[config.mk]
export PLATFORM = sky130hd
export DESIGN_NAME = pipeline_stall_ctrl
export DESIGN_NICKNAME = d
export VERILOG_FILES = /design/src/rtl/pipeline_stall_ctrl.sv
export SDC_FILE = /design/constraint.sdc
export NUM_CORES = 1
export LEC_CHECK = 0
export BUFFER_PORTS_ARGS = -buffer_cell sky130_fd_sc_hd__buf_2
export CORE_MARGIN = 4
export CORE_UTILIZATION = 54
export CTS_BUF_LIST = sky130_fd_sc_hd__clkbuf_4 sky130_fd_sc_hd__clkbuf_8
export CTS_CLUSTER_SIZE = 8
export DETAILED_ROUTE_END_ITERATION = 8
export HOLD_SLACK_MARGIN = 0.05
export PLACE_DENSITY = 0.95
export SLEW_MARGIN = 40
export SYNTH_ARGS = -nofsm -noshare
export SYNTH_HDL_FRONTEND = slang
export SYNTH_SLANG_ARGS = --single-unit
[constraint.sdc]
create_clock -name clk -period 4 [get_ports clk]
set_clock_uncertainty 0.15 [all_clocks]
set_input_delay 0.6 -clock clk [delete_from_list [all_inputs] [get_ports clk]]
set_output_delay 0.6 -clock clk [all_outputs]
set_load 0.01 [all_outputs]
[src/rtl/pipeline_stall_ctrl.sv]
// ---------------------------------------------------------------------------
// pipeline_stall_ctrl
//
// Stall and hazard controller for an in-order pipeline. Each memory request
// channel has a small FSM that tracks an outstanding access. While any port
// is waiting, the whole pipeline is frozen. A load-use hazard without a
// memory stall holds PC and IF/ID and injects a bubble into ID/EX. A
// saturating counter records how many cycles were lost to either cause.
//
// Ports
//   clk            : clock, all state updates on the rising edge
//   reset          : synchronous, active-high reset
//   mem_req        : per-port memory access requested this cycle (level)
//   mem_complete   : per-port access done (one-cycle pulse)
//   id_ex_mem_read : ID/EX instruction is a load
//   id_ex_rd       : destination register of the ID/EX instruction
//   if_id_rs       : rs source register of the IF/ID instruction
//   if_id_rt       : rt source register of the IF/ID instruction
//   if_id_uses_rt  : IF/ID instruction reads rt
//   pc_write       : PC update enable
//   stage_write    : pipeline-register write enables (bit 0 = IF/ID)
//   insert_bubble  : zero the control fields entering ID/EX
//   port_busy      : port currently stalling the pipeline
//   stall_count    : cycles with any stall since reset (saturating)
// ---------------------------------------------------------------------------
module pipeline_stall_ctrl #(
    parameter int NUM_PORTS  = 2,
    parameter int NUM_STAGES = 4,
    parameter int REG_BITS   = 5,
    parameter int CNT_W      = 16
) (
    input  logic                  clk,
    input  logic                  reset,
    input  logic [NUM_PORTS-1:0]  mem_req,
    input  logic [NUM_PORTS-1:0]  mem_complete,
    input  logic                  id_ex_mem_read,
    input  logic [REG_BITS-1:0]   id_ex_rd,
    input  logic [REG_BITS-1:0]   if_id_rs,
    input  logic [REG_BITS-1:0]   if_id_rt,
    input  logic                  if_id_uses_rt,
    output logic                  pc_write,
    output logic [NUM_STAGES-1:0] stage_write,
    output logic                  insert_bubble,
    output logic [NUM_PORTS-1:0]  port_busy,
    output logic [CNT_W-1:0]      stall_count
);

    typedef enum logic [1:0] {
        IDLE = 2'd0,
        WAIT = 2'd1,
        DONE = 2'd2
    } port_state_e;

    port_state_e           state_q [NUM_PORTS];
    port_state_e           state_d [NUM_PORTS];
    logic [NUM_PORTS-1:0]  busy_raw;
    logic                  mem_stall;
    logic                  load_use;
    logic [CNT_W-1:0]      stall_count_q;

    // A port stalls from the very cycle its request appears, so the IDLE
    // term makes the freeze zero-latency.
    always_comb begin
        busy_raw = '0;
        for (int unsigned i = 0; i < NUM_PORTS; i++) begin
            busy_raw[i] = ((state_q[i] == IDLE) && mem_req[i]) || (state_q[i] == WAIT);
        end
    end

    assign mem_stall = |busy_raw;

    // Register 0 is hard-wired zero and never creates a dependency.
    assign load_use = id_ex_mem_read && (id_ex_rd != '0) &&
                      ((id_ex_rd == if_id_rs) || (if_id_uses_rt && (id_ex_rd == if_id_rt)));

    // State register
    always_ff @(posedge clk) begin
        if (reset) begin
            for (int unsigned i = 0; i < NUM_PORTS; i++) begin
                state_q[i] <= IDLE;
            end
        end else begin
            for (int unsigned i = 0; i < NUM_PORTS; i++) begin
                state_q[i] <= state_d[i];
            end
        end
    end

    // Next-state logic. A DONE port waits for the global freeze to lift so
    // that all finished ports release together on the same edge.
    always_comb begin
        for (int unsigned i = 0; i < NUM_PORTS; i++) begin
            state_d[i] = state_q[i];
            case (state_q[i])
                IDLE: begin
                    if (mem_req[i]) begin
                        state_d[i] = mem_complete[i] ? DONE : WAIT;
                    end
                end
                WAIT: begin
                    // A withdrawn request aborts the wait even if a late
                    // completion arrives in the same cycle.
                    if (!mem_req[i]) begin
                        state_d[i] = IDLE;
                    end else if (mem_complete[i]) begin
                        state_d[i] = DONE;
                    end
                end
                DONE: begin
                    if (!mem_stall) begin
                        state_d[i] = IDLE;
                    end
                end
                default: state_d[i] = IDLE;
            endcase
        end
    end

    // Output logic: reset forces the all-run pattern, then memory freeze
    // outranks the load-use bubble.
    always_comb begin
        pc_write      = 1'b1;
        stage_write   = '1;
        insert_bubble = 1'b0;
        port_busy     = '0;
        if (!reset) begin
            port_busy = busy_raw;
            if (mem_stall) begin
                pc_write    = 1'b0;
                stage_write = '0;
            end else if (load_use) begin
                pc_write       = 1'b0;
                stage_write    = '1;
                stage_write[0] = 1'b0;
                insert_bubble  = 1'b1;
            end
        end
    end

    // Saturating stall-cycle counter
    always_ff @(posedge clk) begin
        if (reset) begin
            stall_count_q <= '0;
        end else if ((mem_stall || load_use) && (stall_count_q != '1)) begin
            stall_count_q <= stall_count_q + CNT_W'(1);
        end
    end

    assign stall_count = stall_count_q;

endmodule

==> reports/metrics.csv, run 1 <==
metric;value;unit
outcome;finished clean;
total global routing track utilization;19.1;%
Port-buffer cells;46;
number of nets in the layout;214;
maximum level of the CTS H-tree;1;
CTS Buf Count;3;
first-pass GRT wire length;4.95;mm
count of vias placed by the detailed router;1228;
setup violators final;0;
Max Root-Sink Buffers;2;
maximum number of pins on one net before global-route repair;28;
tightest slew margin relative to the limit;64.4;%
count of standard-cell rows;16;
type of destination of the critical path;output port;
number of buffers inserted by post-CTS setup repair;0;
reported leakage power;0.603;nW
First-pass DRT Iterations;4;
post-route total power;0.387;mW
layout overhead on the synthesized area;17.9;%
ranking of synthesized cells by instance count;20 x sky130_fd_sc_hd__dfxtp_1, 17 x sky130_fd_sc_hd__nor2_1, 14 x sky130_fd_sc_hd__nand2_1;
Worst-Margin Slew;0.534;ns
number of pins with negative max-slew slack in the final report;0;
top achievable clock speed;346;MHz
flip-flop and latch count after synthesis;20;
number of vias per cell after detailed routing;5.71;
number of global-route vias before repair;1124;
crit-path max cell delay;0.52;ns
CTS tree;done;
core region area;2060;µm²
number of antenna cells inserted;0;
portion of the post-synthesis area used by sequential elements;32.7;%
GP Congestion;0.881;
critical path's top delay family;simple AND/OR/NAND/NOR gates;
shortest clock period the worst path allows after layout;2.89;ns
average cell area after synthesis;8.34;µm²
Tcrit/Tclk final;72.3;%
maximum capacitance violations;0;
class of the tightest hold or removal check;input pin to register;
total gr overflow;0;
data required time at the worst endpoint;3.25;ns
number of nets with antenna violations after routing;0;
later-pin clock latency in the skew report;0.30;ns
cells taking the most area after synthesis;sky130_fd_sc_hd__dfxtp_1 33%, sky130_fd_sc_hd__xnor2_1 7.9%, sky130_fd_sc_hd__nor2_1 5.2%;
series of cell instances along the critical path;buf_2, or4_1, o21a_1, a21oi_2, or2_2, buf_2;
number of clock sinks;20;
dominant cell by count in the synthesized netlist;sky130_fd_sc_hd__dfxtp_1;
RSZ-0062 raised after global routing;no;
power density relative to cell area;268;nW/µm²
Die ar.;3100;µm²
iteration-0 DRC count of the detailed router;40;
count of unresolved DRC violations after routing;0;
number of buffers inserted by hold repair at cts;0;
combined buffer and inverter count along the critical path;2;
number of unique standard cell types used by synthesis;44;
post-synthesis async set-or-reset flop share;0;%
DIE WIDTH;55.7;µm
number of synthesized flops with an enable pin;0;
antenna violations before repair;0;
Synthesis Warnings;0;
maximum resistive drop on vdd;0.308;mV
Final HPWL DP;2.26;mm
predominant post-synthesis flop cell;sky130_fd_sc_hd__dfxtp_1;
final hold vios;0;
Chip Height;55.7;µm
Boundary Pins;47;
type of the setup path with the least slack;input pin to output port;
wire length per cell;13.2;µm
R2R Setup Slk;1.64;ns
buffer cell driving the clock tree root;sky130_fd_sc_hd__clkbuf_4;
post-synthesis cell type with the largest combined area;sky130_fd_sc_hd__dfxtp_1;
Starting Density;59.5;%
Worst Path Max Fanout;11;
clock transition time at the flip-flop clock pins of the worst setup and hold paths;0.11;ns
dominant cell type by count on the critical path;sky130_fd_sc_hd__buf_2;
post-synthesis cell count;147;
CTS resizes;0;
area of the mapped netlist;1230;µm²
kind of start point of the critical path;input pin;
arrival time of the worst setup path;2.14;ns
Critical-path top delay cell;sky130_fd_sc_hd__or4_1;
layout cell share with drive strength beyond 1;30.3;%
share of Yosys cell area claimed by the top area cell type;32.7;%
nets in the synthesized netlist;171;
aggregate routed wire length;2.85;mm
Setup TNS;0;ns
==> flip-flops by register name, summed over array words and instances, names as in the netlist <==
name / cells
state_q: 4
stall_count: 16
==> report_power, final <==
part           total, mW  switching [mW]  internal (mW)  leakage, nW
Clock             0.0961          0.0610         0.0351       0.0138
Combinational     0.0788          0.0430         0.0358        0.427
Sequential         0.212         0.00665          0.205        0.162
Total              0.387           0.111          0.276        0.603
==> placed cells by master, fill, tap and decap left out, types with 3 or more instances in the layout <==
master                     netlist  layout
sky130_fd_sc_hd__or4_1           5       5
sky130_fd_sc_hd__or3_1           5       5
sky130_fd_sc_hd__nor2_1         17      17
sky130_fd_sc_hd__nand4_1         5       5
sky130_fd_sc_hd__a21oi_1         9       9
sky130_fd_sc_hd__inv_1           3       3
sky130_fd_sc_hd__nand3_1         7       7
sky130_fd_sc_hd__buf_2           0      46
sky130_fd_sc_hd__dfxtp_1        20      20
sky130_fd_sc_hd__xnor2_1        11      11
sky130_fd_sc_hd__o31ai_1         3       3
sky130_fd_sc_hd__clkbuf_4        0       3
sky130_fd_sc_hd__nand2_1        14      14
sky130_fd_sc_hd__o21ai_1         4       4
==> metrics by stage <==
| stage | instances | utilization (%) | cell area [µm²] | setup WS, ns | hold WS (ns) |
|---|---|---|---|---|---|
| 6_report | 215 | 70.1 | 1450 | 1.11 | 0.312 |
| 4_1_cts | 215 | 70.1 | 1450 | 1.12 | 0.308 |
| 3_5_place_dp | 212 | 69.0 | 1420 | 1.11 | 0.308 |
| 5_1_grt | 215 | 70.1 | 1450 | 1.04 | 0.303 |
| 3_3_place_gp | 212 | 69.0 | 1420 | 1.17 | 0.291 |
| 2_1_floorplan | 147 | - | 1230 | 1.39 | 0.288 |
==> worst paths after layout <==
path,start,end,cells after the start
setup reg to reg,stall_count[0],stall_count[1],7
hold / removal,mem_complete[0],state_q[0][0],2
setup / recovery,id_ex_rd[1],stage_write[0],6
hold reg to reg,state_q[0][3],state_q[0][2],1
==> worst register-to-register path, cell delays in order (launching register included) <==
cell and delay (ns):
sky130_fd_sc_hd__dfxtp_1 0.41, sky130_fd_sc_hd__ha_1 0.26, sky130_fd_sc_hd__nand4_1 0.13, sky130_fd_sc_hd__nor4_2 0.37, sky130_fd_sc_hd__inv_1 0.12, sky130_fd_sc_hd__a22oi_2 0.50, sky130_fd_sc_hd__mux2i_1 0.25, sky130_fd_sc_hd__nor2_1 0.06
==> routing by layer <==
layer	vias to the layer above	track usage [%]	share of wire, %	wire (µm)
li1	610	-	-	-
met1	576	22.6	41	1160
met2	42	35.5	53	1520
met3	0	5.57	6.0	170
met4	0	1.04	0	0
met5	-	0	0	0
==> area by class of cell <==
class | instances | area [µm²]
repair buffers | 46 | 230
clock buffers | 3 | 22.5
fillers | 164 | 617
multi-input cells | 116 | 747
flip-flops and latches | 20 | 400
inverters | 3 | 11.3
well taps | 27 | 33.8
==> logic make-up (layout without fill, tap and decap cells) <==
group           count (synthesis)  in the layout  share of synthesized area [%]
mux                             2              2                           1.73
simple gates                   68             68                           30.0
buf+inv                        11             52                           6.43
flops                          20             20                           32.7
fa+ha+maj                       1              1                           1.02
xor+xnor                       12             12                           8.57
compound gates                 33             33                           19.6
Note: power is estimated with default switching activity, not from simulation.
==> run 2: changes to the inputs <==
CORE_UTILIZATION = 45   (was 54)
PLACE_DENSITY = 0.88   (was 0.95)
clock period = 2.5 ns   (was 4 ns; I/O delays follow)
==> reports/metrics.csv, run 2 (synthesis gave the netlist of run 1 again) <==
metric;value;unit;change
number of vias per cell after detailed routing;5.52;;-3.3%
Tcrit/Tclk final;89.2;%;
number of stages on the worst hold path;2;;unchanged
RSZ-0062 raised after global routing;no;;
maximum capacitance violations;0;;unchanged
final hold vios;0;;unchanged
maximum level of the CTS H-tree;1;;unchanged
Port-buffer cells;46;;unchanged
worst reg2reg path startpoint;stall_count[0];;
First-pass DRT Iterations;4;;unchanged
DIE WIDTH;60.2;µm;+8.2%
Filler cells;256;;+56%
buffer cell driving the clock tree root;sky130_fd_sc_hd__clkbuf_4;;
Boundary Pins;47;;unchanged
Largest register FFs;16;;unchanged
Starting Density;48.2;%;-11 points
arrival time of the worst setup path;1.71;ns;-0.43 ns
Setup TNS;0;ns;unchanged
core region area;2540;µm²;+23%
iteration-0 DRC count of the detailed router;31;;-23%
outcome;finished clean;;
number of buffers inserted by hold repair at cts;0;;unchanged
total global routing track utilization;16.9;%;-2.2 points
CTS resizes;0;;unchanged
wire length per cell;12.8;µm;-3.3%
kind of start point of the critical path;input pin;;
total gr overflow;0;;unchanged
number of nets with antenna violations after routing;0;;unchanged
class of the tightest hold or removal check;input pin to register;;
count of unresolved DRC violations after routing;0;;unchanged
number of pins with negative max-slew slack in the final report;0;;unchanged
layout overhead on the synthesized area;20.0;%;
power density relative to cell area;420;nW/µm²;+57%
antenna violations before repair;0;;unchanged
CTS tree;done;;
count of vias placed by the detailed router;1221;;-0.57%
commonest cells after routing, fill and taps aside;46 x sky130_fd_sc_hd__buf_2, 20 x sky130_fd_sc_hd__dfxtp_1, 17 x sky130_fd_sc_hd__nor2_1, 14 x sky130_fd_sc_hd__nand2_1, 11 x sky130_fd_sc_hd__xnor2_1;;
type of the setup path with the least slack;input pin to output port;;
commonest non-fill, non-tap cell in the layout;sky130_fd_sc_hd__buf_2;;
Max Root-Sink Buffers;2;;unchanged
layout cell share with drive strength beyond 1;31.4;%;+1.1 points
Worst Path Max Fanout;4;;-7
maximum number of pins on one net before global-route repair;28;;unchanged
reported leakage power;0.618;nW;+2.6%
setup violators final;0;;unchanged
Worst-Margin Slew;0.471;ns;-0.0635 ns
length in cells of the worst reg-to-reg path;8;;+1
data required time at the worst endpoint;1.98;ns;-1.27 ns
clock transition time at the flip-flop clock pins of the worst setup and hold paths;0.10;ns;about the same
tightest slew margin relative to the limit;68.6;%;+4.2 points
Die ar.;3620;µm²;+17%
FF-to-FF End;stall_count[1];;
R2R Setup Slk;0.31;ns;-1.33 ns
later-pin clock latency in the skew report;0.30;ns;about the same
number of global-route vias before repair;1102;;-2.0%
Chip Height;60.2;µm;+8.2%
shortest clock period the worst path allows after layout;2.23;ns;
number of clock sinks;20;;unchanged
CTS Buf Count;3;;unchanged
count of standard-cell rows;18;;+2
aggregate routed wire length;2.83;mm;-0.56%
Hold EP;state_q[0][0];;
hold path start;mem_complete[0];;
number of buffers inserted by post-CTS setup repair;0;;unchanged
number of antenna cells inserted;0;;unchanged
post-route total power;0.618;mW;+60%
type of destination of the critical path;output port;;
number of nets in the layout;217;;+1.4%
Final HPWL DP;2.20;mm;-2.3%
top achievable clock speed;448;MHz;
first-pass GRT wire length;4.70;mm;-5.2%
maximum resistive drop on vdd;0.485;mV;+57%
GP Congestion;0.774;;-12%
==> run 2: cell count changes in the layout (fill, tap and decap cells not counted), sizes merged <==
cell / change
buf: +3
==> run 2: stage by stage <==
stage,util [%],instance area [µm²],cells,worst slack [ns],hold WS (ns)
after detailed placement,56.9,1450,218,0.146,0.309
after global routing,57.8,1470,221,0.141,0.0823
final,57.8,1470,221,0.269,0.0912
after floorplan,-,1230,147,0.344,0.288
after CTS,57.8,1470,221,0.271,0.0850
after global placement,56.9,1450,218,0.246,0.303
==> run 2: power breakdown <==
part	switching [mW]	internal, mW	total (mW)
Combinational	0.0698	0.0619	0.132
Clock	0.0913	0.0562	0.148
Sequential	0.0103	0.329	0.339
==> run 2: worst max-delay path by stage <==
stage	startpoint	to	slack, ns	cells after the start
after floorplan	id_ex_rd[1]	stage_write[0]	0.34	6
after global placement	id_ex_rd[0]	stall_count[10]	0.25	8
after detailed placement	id_ex_rd[0]	stall_count[10]	0.15	8
after CTS	id_ex_rd[1]	stage_write[0]	0.27	6
after global routing	stall_count[0]	stall_count[1]	0.14	8
final	id_ex_rd[1]	stage_write[0]	0.27	6
==> run 2: worst max-delay path, stage by stage <==
cell and delay [ns]:
sky130_fd_sc_hd__buf_2 0.12, sky130_fd_sc_hd__or4_1 0.52, sky130_fd_sc_hd__o21a_1 0.22, sky130_fd_sc_hd__a21oi_2 0.20, sky130_fd_sc_hd__or2_2 0.14, sky130_fd_sc_hd__buf_2 0.12
==> run 2: cell type report <==
class / instances / area, µm² / area share (%)
tap: 30 / 37.5 / 2.55
sequential: 20 / 400 / 27.2
multi-input combinational: 116 / 747 / 50.8
clock buffer: 3 / 22.5 / 1.53
timing repair buffer: 49 / 253 / 17.2
inverter: 3 / 11.3 / 0.765
==> run 2: metal layers <==
| layer | GRT usage, % | part of all wire, % | vias up |
|---|---|---|---|
| met5 | 0 | 0 | - |
| met4 | 4.75 | 1.4 | 0 |
| met3 | 4.54 | 5.4 | 6 |
| met2 | 29.3 | 50 | 30 |
| met1 | 20.3 | 44 | 565 |
| li1 | - | - | 620 |
